==> config.mk <==
export PLATFORM = sky130hd
export DESIGN_NAME = spi_master_engine
export DESIGN_NICKNAME = d
export VERILOG_FILES = /design/src/rtl/spi_pkg.sv /design/src/rtl/spi_sclk_div.sv /design/src/rtl/spi_master_engine.sv
export SDC_FILE = /design/constraint.sdc
export NUM_CORES = 1
export LEC_CHECK = 0
export CORE_MARGIN = 2
export CORE_UTILIZATION = 45
export CTS_CLUSTER_DIAMETER = 40
export DETAILED_ROUTE_END_ITERATION = 6
export PLACE_DENSITY_LB_ADDON = 0.3
export SKIP_LAST_GASP = 1
export SYNTH_ARGS = -nofsm -noshare
export SYNTH_HDL_FRONTEND = slang
export SYNTH_SLANG_ARGS = --single-unit
==> constraint.sdc <==
create_clock -name clk -period 2.83 [get_ports clk]
set_input_delay 0.283 -clock clk [delete_from_list [all_inputs] [get_ports clk]]
set_output_delay 0.283 -clock clk [all_outputs]
set_load 0.05 [all_outputs]
==> src/rtl/spi_pkg.sv <==
// Shared constants for the SPI master engine: FSM encodings, byte width and
// the default sclk half-period.
package spi_pkg;

  localparam int unsigned SPI_BITS    = 8;
  localparam int unsigned DEF_CLK_DIV = 4;

  localparam logic [1:0] ST_IDLE  = 2'd0;
  localparam logic [1:0] ST_LEAD  = 2'd1;
  localparam logic [1:0] ST_SHIFT = 2'd2;
  localparam logic [1:0] ST_TRAIL = 2'd3;

endpackage

==> src/rtl/spi_sclk_div.sv <==
// Half-period timer: emits a one-cycle tick every CLK_DIV enabled cycles and
// restarts from zero whenever enable drops.
module spi_sclk_div
  import spi_pkg::*;
#(
  parameter int unsigned CLK_DIV = DEF_CLK_DIV
) (
  input  logic clk,
  input  logic rst,
  input  logic enable,
  output logic tick
);

  localparam logic [7:0] LAST = 8'(CLK_DIV - 1);

  logic [7:0] cnt;

  always_ff @(posedge clk or negedge rst) begin
    if (!rst) begin
      cnt <= 8'd0;
    end else if (!enable || cnt == LAST) begin
      cnt <= 8'd0;
    end else begin
      cnt <= cnt + 8'd1;
    end
  end

  assign tick = enable && (cnt == LAST);

endmodule

==> src/rtl/spi_master_engine.sv <==
// Byte-wide full-duplex SPI master, MSB first, mode and sclk rate fixed at
// elaboration. Handshake: ready_send is a level request sampled only in IDLE;
// busy is high from the cycle after acceptance until data_out is updated.
module spi_master_engine
  import spi_pkg::*;
#(
  parameter int unsigned CLK_DIV = DEF_CLK_DIV,
  parameter bit          CPOL    = 1'b0,
  parameter bit          CPHA    = 1'b0
) (
  input  logic                clk,
  input  logic                rst,
  input  logic [SPI_BITS-1:0] data_in,
  input  logic                ready_send,
  output logic                busy,
  output logic [SPI_BITS-1:0] data_out,
  output logic                sclk,
  output logic                mosi,
  input  logic                miso,
  output logic                cs_n,
  output logic [1:0]          state
);

  logic [SPI_BITS-1:0] shreg;
  logic                rx_bit;
  logic [3:0]          edge_cnt;
  logic                trailing;
  logic                tick;

  spi_sclk_div #(.CLK_DIV(CLK_DIV)) u_div (
    .clk    (clk),
    .rst    (rst),
    .enable (state != ST_IDLE),
    .tick   (tick)
  );

  always_ff @(posedge clk or negedge rst) begin
    if (!rst) begin
      state    <= ST_IDLE;
      busy     <= 1'b0;
      data_out <= '0;
      sclk     <= CPOL;
      mosi     <= 1'b0;
      cs_n     <= 1'b1;
      shreg    <= '0;
      rx_bit   <= 1'b0;
      edge_cnt <= 4'd0;
      trailing <= 1'b0;
    end else begin
      case (state)
        ST_IDLE: begin
          if (ready_send) begin
            state    <= ST_LEAD;
            shreg    <= data_in;
            busy     <= 1'b1;
            cs_n     <= 1'b0;
            mosi     <= data_in[SPI_BITS-1];
            edge_cnt <= 4'd0;
            trailing <= 1'b0;
          end
        end
        ST_LEAD: begin
          if (tick) state <= ST_SHIFT;
        end
        ST_SHIFT: begin
          if (tick) begin
            sclk     <= ~sclk;
            trailing <= ~trailing;
            edge_cnt <= edge_cnt + 4'd1;
            if (edge_cnt == 4'd15) state <= ST_TRAIL;
            // miso is read here with its pre-edge value; no synchronizer.
            if (!trailing) begin
              if (!CPHA) rx_bit <= miso;
              else       mosi   <= shreg[SPI_BITS-1];
            end else begin
              if (!CPHA) begin
                shreg <= {shreg[SPI_BITS-2:0], rx_bit};
                mosi  <= shreg[SPI_BITS-2];
              end else begin
                shreg <= {shreg[SPI_BITS-2:0], miso};
              end
            end
          end
        end
        ST_TRAIL: begin
          if (tick) begin
            state    <= ST_IDLE;
            busy     <= 1'b0;
            cs_n     <= 1'b1;
            mosi     <= 1'b0;
            data_out <= shreg;
          end
        end
        default: state <= ST_IDLE;
      endcase
    end
  end

endmodule

==> metrics, run 1 <==
status=finished clean; area share of the largest cell type after synthesis=50.29%; max-slew violation count=0; maximum vdd drop=486.1 uV; max cap viols=0; crit path DAT=2.20 ns; CP Class=flop to flop; Max Buffers Root-to-Sink=2; Layout Skew=0.005102 ns; final wirelength=3.195 mm; Resized cells post-CTS=0; leading area contributor after synthesis=dfrtp_1; Setup WS post-layout=0.7832 ns; Detail Route Antenna Nets=0; post-place setup slack=0.8054 ns; Power Density=821.0 mW/mm^2; number of synthesized register bits=36; Inserted Diodes=0; register area share after synthesis=51.80%; Num CTS Buffers=5; Post-CTS Setup Inserts=0; nets=204; via count=1250; fmax=0.4886 GHz; clock-pin slew on the worst setup and hold paths=0.07 ns; final setup violating endpoints=0; syn_area_per_cell=11.16 um^2; Slew Limit Headroom=63.73%; Worst-Skew Late Latency=0.28 ns; largest net degree at the start of global routing=37; Area contributors post-synth=dfrtp_1, mux2_4, ha_1; core area=0.003689 mm^2; clk sinks=36; initial antenna violation count=0; area delta synth->final=21.91%; Final Hold Fails=0; CP required=2.98 ns; gr usage total=17.01%; first-pass GRT wire length=5.533 mm; worst hold path class=input pin to async pin; CP endpoint kind=flop; worst-margin pin slew=0.5421 ns; HPWL Detailed=2.224 mm; Buffers on Ports=25; Die Wd=66.21 um; GR Overflow Total=0; setup TNS=0 ns; routability cong.=0.7467; Filler cells=322; Final Cycle Share=72.32%; maximum fanout along the worst path=16; Async SR Flop Fraction=100.0%; DR iter-0 viols=43; startpoint types=flop; Root Driver=clkbuf_8; mapped cell area=0.001742 mm^2; number of global-route vias before repair=1193; cells after synthesis=156; Top FF cell, synth=dfrtp_1; # hold bufs at CTS=0; DRC=0; Synth warnings=0; Leak=0.0009716 uW; Site Rows=22; Distinct cells, synth=31; EDFF count, synth=0; RSZ-0062 raised after global routing=no; clock period minus worst slack=2.047 ns; CTS tree=done; share of layout cells above drive strength 1=14.52%; Mapped Nets=175; Vias per Instance=5.342; Pre-antenna DRT Iters=5; Die Ht=66.21 um; die footprint=0.004384 mm^2; io pins=26; Initial Utilization=47.22%; number of H-tree levels=2; wire per inst=13.65 um
[worst max-delay path, stage by stage, from the launching register on]
cell and delay, ns:
dfrtp_1 0.40, inv_1 0.11, ha_1 0.31, nor4b_4 0.37
nand4_2 0.39, o22ai_1 0.28, a21oi_1 0.06
[metal layers]
| metal | global-route usage, % | up-vias | wire length (um) |
|---|---|---|---|
| met5 | 0 | - | 0 |
| met4 | 6.888 | 0 | 63 |
| met3 | 5.281 | 9 | 161 |
| met2 | 24.25 | 35 | 1348 |
| met1 | 23.93 | 599 | 1622 |
| li1 | - | 607 | - |
[per-stage QoR]
stage          utilization (%)  std cells  instance area, um^2  total power (uW)  hold WS, ns
3_5_place_dp             55.36        226                 2042              1410       0.4658
6_report                 57.56        234                 2123              1743       0.4187
2_1_floorplan                -        156                 1742              1223     -0.01259
5_1_grt                  57.56        234                 2123              1865       0.4455
3_3_place_gp             55.36        226                 2042              1382       0.4628
4_1_cts                  57.56        234                 2123              1756       0.4338
[worst paths after layout]
| path | start | end | slack [ns] | depth (start not counted) |
|---|---|---|---|---|
| worst max register to register | state[0]$_DFFE_PN0P_ | shreg[6]$_DFFE_PN0P_ | 0.78 | 6 |
| worst min register to register | sclk$_DFFE_PN0P_ | sclk$_DFFE_PN0P_ | 0.48 | 1 |
| worst max-delay path | state[0]$_DFFE_PN0P_ | shreg[6]$_DFFE_PN0P_ | 0.78 | 6 |
| min in group clk | sclk$_DFFE_PN0P_ | sclk$_DFFE_PN0P_ | 0.48 | 1 |
| max in group asynchronous | rst | cs_n$_DFFE_PN1P_ | 2.06 | 2 |
| worst min-delay path | rst | u_div.cnt[6]$_DFF_PN0_ | 0.42 | 2 |
[cell families (layout without fill, tap and decap cells)]
| kind of cell | after synthesis | after routing | synth area share, % |
|---|---|---|---|
| adder cells (fa/ha/maj) | 7 | 7 | 5.029 |
| flip-flops | 36 | 36 | 51.80 |
| buffers and inverters | 12 | 42 | 2.730 |
| XOR/XNOR | 8 | 8 | 4.023 |
| multiplexers | 13 | 13 | 9.914 |
| AO/OA/AOI/OAI | 29 | 29 | 10.06 |
| AND/OR/NAND/NOR | 51 | 51 | 16.45 |
[layout by cell type (no fill, tap or decap), types with 2 or more instances in the layout]
| master | instances |
|---|---|
| ha_1 | 7 |
| inv_1 | 8 |
| clkbuf_8 | 5 |
| nor2_1 | 23 |
| nand3_1 | 12 |
| and3_1 | 3 |
| xnor2_1 | 2 |
| clkdlybuf4s50_1 | 25 |
| mux2i_1 | 3 |
| dfrtp_1 | 35 |
| mux2_4 | 8 |
| xor2_1 | 6 |
| a21oi_1 | 11 |
| clkbuf_1 | 2 |
| a31o_2 | 2 |
| o21ai_0 | 4 |
| o22ai_1 | 9 |
| mux2_2 | 2 |
| nand2_1 | 4 |
[power by group]
| part | internal (uW) | switching (uW) | total (uW) |
|---|---|---|---|
| logic | 292 | 419 | 712 |
| registers | 611 | 78.1 | 689 |
| clock network | 173 | 170 | 343 |
| total | 1080 | 668 | 1740 |
[synthesized netlist by cell type, types with 3 or more instances]
library cell / n
nand2_1: 4
nor2_1: 23
o21ai_0: 4
ha_1: 7
a21oi_1: 11
inv_1: 8
xor2_1: 6
mux2_4: 8
and3_1: 3
dfrtp_1: 35
o22ai_1: 9
mux2i_1: 3
nand3_1: 12
[area by class of cell]
class / instances / area, um^2 / area share (%)
inverters: 8 / 30.03 / 1.414
clock inverters: 1 / 5.005 / 0.2357
multi-input cells: 108 / 792.0 / 37.30
repair buffers: 26 / 257.7 / 12.14
well taps: 48 / 60.06 / 2.829
flip-flops and latches: 36 / 902.1 / 42.49
clock buffers: 7 / 76.32 / 3.595
[sequential cells by signal (all words and copies together) (netlist names)]
| name | cells |
|---|---|
| data_out | 8 |
| trailing | 1 |
| u_div.cnt | 8 |
| cs_n | 1 |
| edge_cnt | 4 |
| rx_bit | 1 |
| shreg | 8 |
| state | 2 |
| mosi | 1 |
| sclk | 1 |
| busy | 1 |
Power figures use the tool's default switching activity.
==> inputs of run 2 (changes only) <==
clock period = 1.8 ns   (was 2.83 ns; I/O delays follow)
==> run 2 against run 1 <==
Against the previous run:
- global-route usage up 1.1 points
- critical path depth is the same
- design area grew 5.1%
- total power increased by 68%
- largest power group unchanged
- highest routed layer unchanged
==> metrics, run 2 (same netlist as run 1, synthesis figures left out) <==
core area=0.003689 mm^2 (unchanged); Post-DP Area=0.002122 mm^2 (+3.9%); Final Cycle Share=95.48% (+23 points); gr usage total=18.08% (+1.1 points); CP max-delay cell=or2_2; initial antenna violation count=0 (unchanged); Power Density=1314 mW/mm^2 (+60%); io pins=26 (unchanged); nets=212 (+3.9%); worst-margin pin slew=0.4969 ns (-0.04517 ns); fmax=0.5819 GHz (+19%); Vias per Instance=5.351 (+0.18%); Die Ht=66.21 um (unchanged); Buffers on Ports=25 (unchanged); final setup violating endpoints=0 (unchanged); die footprint=0.004384 mm^2 (unchanged); CP Class=flop to flop; max-slew violation count=0 (unchanged); clk sinks=36 (unchanged); CP required=1.98 ns (-1.00 ns); Root Driver=clkbuf_8; # hold bufs at CTS=0 (unchanged); area of the multi-input gates=834.6 um^2 (+5.4%); Layout Skew=0.006917 ns (+0.001815 ns); commonest non-fill, non-tap cell in the layout=dfrtp_1; routability cong.=0.7397 (-0.94%); storage element area=904.6 um^2 (+0.28%); final wirelength=3.475 mm (+8.8%); maximum fanout along the worst path=12 (-4); maximum vdd drop=916.1 uV (+88%); clock period minus worst slack=1.719 ns (-0.3282 ns); largest net degree at the start of global routing=37 (unchanged); Pre-antenna DRT Iters=4 (-1); via count=1295 (+3.6%); first-pass GRT wire length=5.865 mm (+6.0%); setup TNS=0 ns (unchanged); post-place setup slack=0.05034 ns (-0.7550 ns); share of layout cells above drive strength 1=24.23% (+9.7 points); Power Total=2934 uW (+68%); clock-pin slew on the worst setup and hold paths=0.08 ns (about the same); worst-path cell chain=inv_2 > ha_1 > buf_4 > or2_2 > o22ai_1 > a21oi_1; CTS tree=done; GR Overflow Total=0 (unchanged); crit path DAT=1.90 ns (-0.30 ns); top flop regs=data_out (8), shreg (8), u_div.cnt (8); wire per inst=14.36 um (+5.2%); Initial Utilization=47.22% (unchanged); Final Hold Fails=0 (unchanged); DR iter-0 viols=55 (+28%); Setup WS post-layout=0.08138 ns (-0.7018 ns); Site Rows=22 (unchanged); Detail Route Antenna Nets=0 (unchanged); Filler cells=306 (-5.0%); Max Buffers Root-to-Sink=2 (unchanged); worst hold path class=input pin to async pin; Num CTS Buffers=5 (unchanged); CP endpoint kind=flop; area delta synth->final=28.16%; commonest cells after routing, fill and taps aside=dfrtp_1, clkdlybuf4s50_1, nor2_1, nand3_1, a21oi_1; startpoint types=flop; DRC=0 (unchanged); RSZ-0062 raised after global routing=yes; Inserted Diodes=0 (unchanged); max cap viols=0 (unchanged); status=finished clean; number of global-route vias before repair=1225 (+2.7%); Worst-Skew Late Latency=0.30 ns (+0.02 ns); number of H-tree levels=2 (unchanged); slowest stage delay, CP=0.42 ns (+0.02 ns); Leak=0.001009 uW (+3.8%); Die Wd=66.21 um (unchanged); design area=0.002232 mm^2 (+5.1%); Slew Limit Headroom=66.77% (+3.0 points); HPWL Detailed=2.478 mm (+11%)
==> run 2: where the power goes <==
| group | total (uW) | leakage [uW] | internal, uW | switching, uW |
|---|---|---|---|---|
| Clock | 574 | 0.0000479 | 269 | 305 |
| Combinational | 1270 | 0.000517 | 545 | 720 |
| Sequential | 1090 | 0.000443 | 964 | 131 |
| Total | 2930 | 0.00101 | 1780 | 1160 |
==> run 2: path summary, 6_finish.rpt <==
check	from	end	slack [ns]	cells past startpoint
setup reg to reg	state[0]$_DFFE_PN0P_	shreg[5]$_DFFE_PN0P_	0.08	6
hold / removal	rst	data_out[7]$_DFFE_PN0P_	0.29	2
setup / recovery	state[0]$_DFFE_PN0P_	shreg[5]$_DFFE_PN0P_	0.08	6
max in group asynchronous	rst	state[1]$_DFFE_PN0P_	1.17	2
min in group clk	sclk$_DFFE_PN0P_	sclk$_DFFE_PN0P_	0.47	1
hold reg to reg	sclk$_DFFE_PN0P_	sclk$_DFFE_PN0P_	0.47	1
==> run 2: per-stage QoR <==
| step | cells | util, % | hold slack, ns |
|---|---|---|---|
| global route | 242 | 60.52 | 0.3248 |
| global placement | 233 | 57.53 | 0.4622 |
| CTS | 241 | 59.90 | 0.3034 |
| floorplan | 156 | - | -0.1156 |
| finish | 242 | 60.52 | 0.2884 |
| detailed placement | 233 | 57.53 | 0.4664 |
==> run 2: cell type report <==
class	count	area share (%)
inverter	8	1.345
timing repair buffer	34	14.13
clock inverter	3	0.8408
tap	48	2.691
sequential	36	40.53
multi-input combinational	108	37.39
clock buffer	5	3.083
==> run 2: what timing repair did <==
action                                 4_1_cts  5_1_grt
gates resized for setup                      0        4
endpoints found under the hold margin        0        0
buffers inserted                             0        1
setup endpoints to repair                    0       12
==> run 2: layer usage <==
| metal | wire length (um) | global-route usage (%) |
|---|---|---|
| met1 | 1613 | 23.54 |
| met2 | 1596 | 27.75 |
| met3 | 206 | 6.133 |
| met4 | 59 | 6.888 |
| met5 | 0 | 0 |
==> run 2: worst max-delay path: cells and delay by family (launching register included) <==
family,cells,cell delay [ns]
compound gates,2,0.26
fa+ha+maj,1,0.25
buf+inv,2,0.27
flops,1,0.40
simple gates,1,0.42
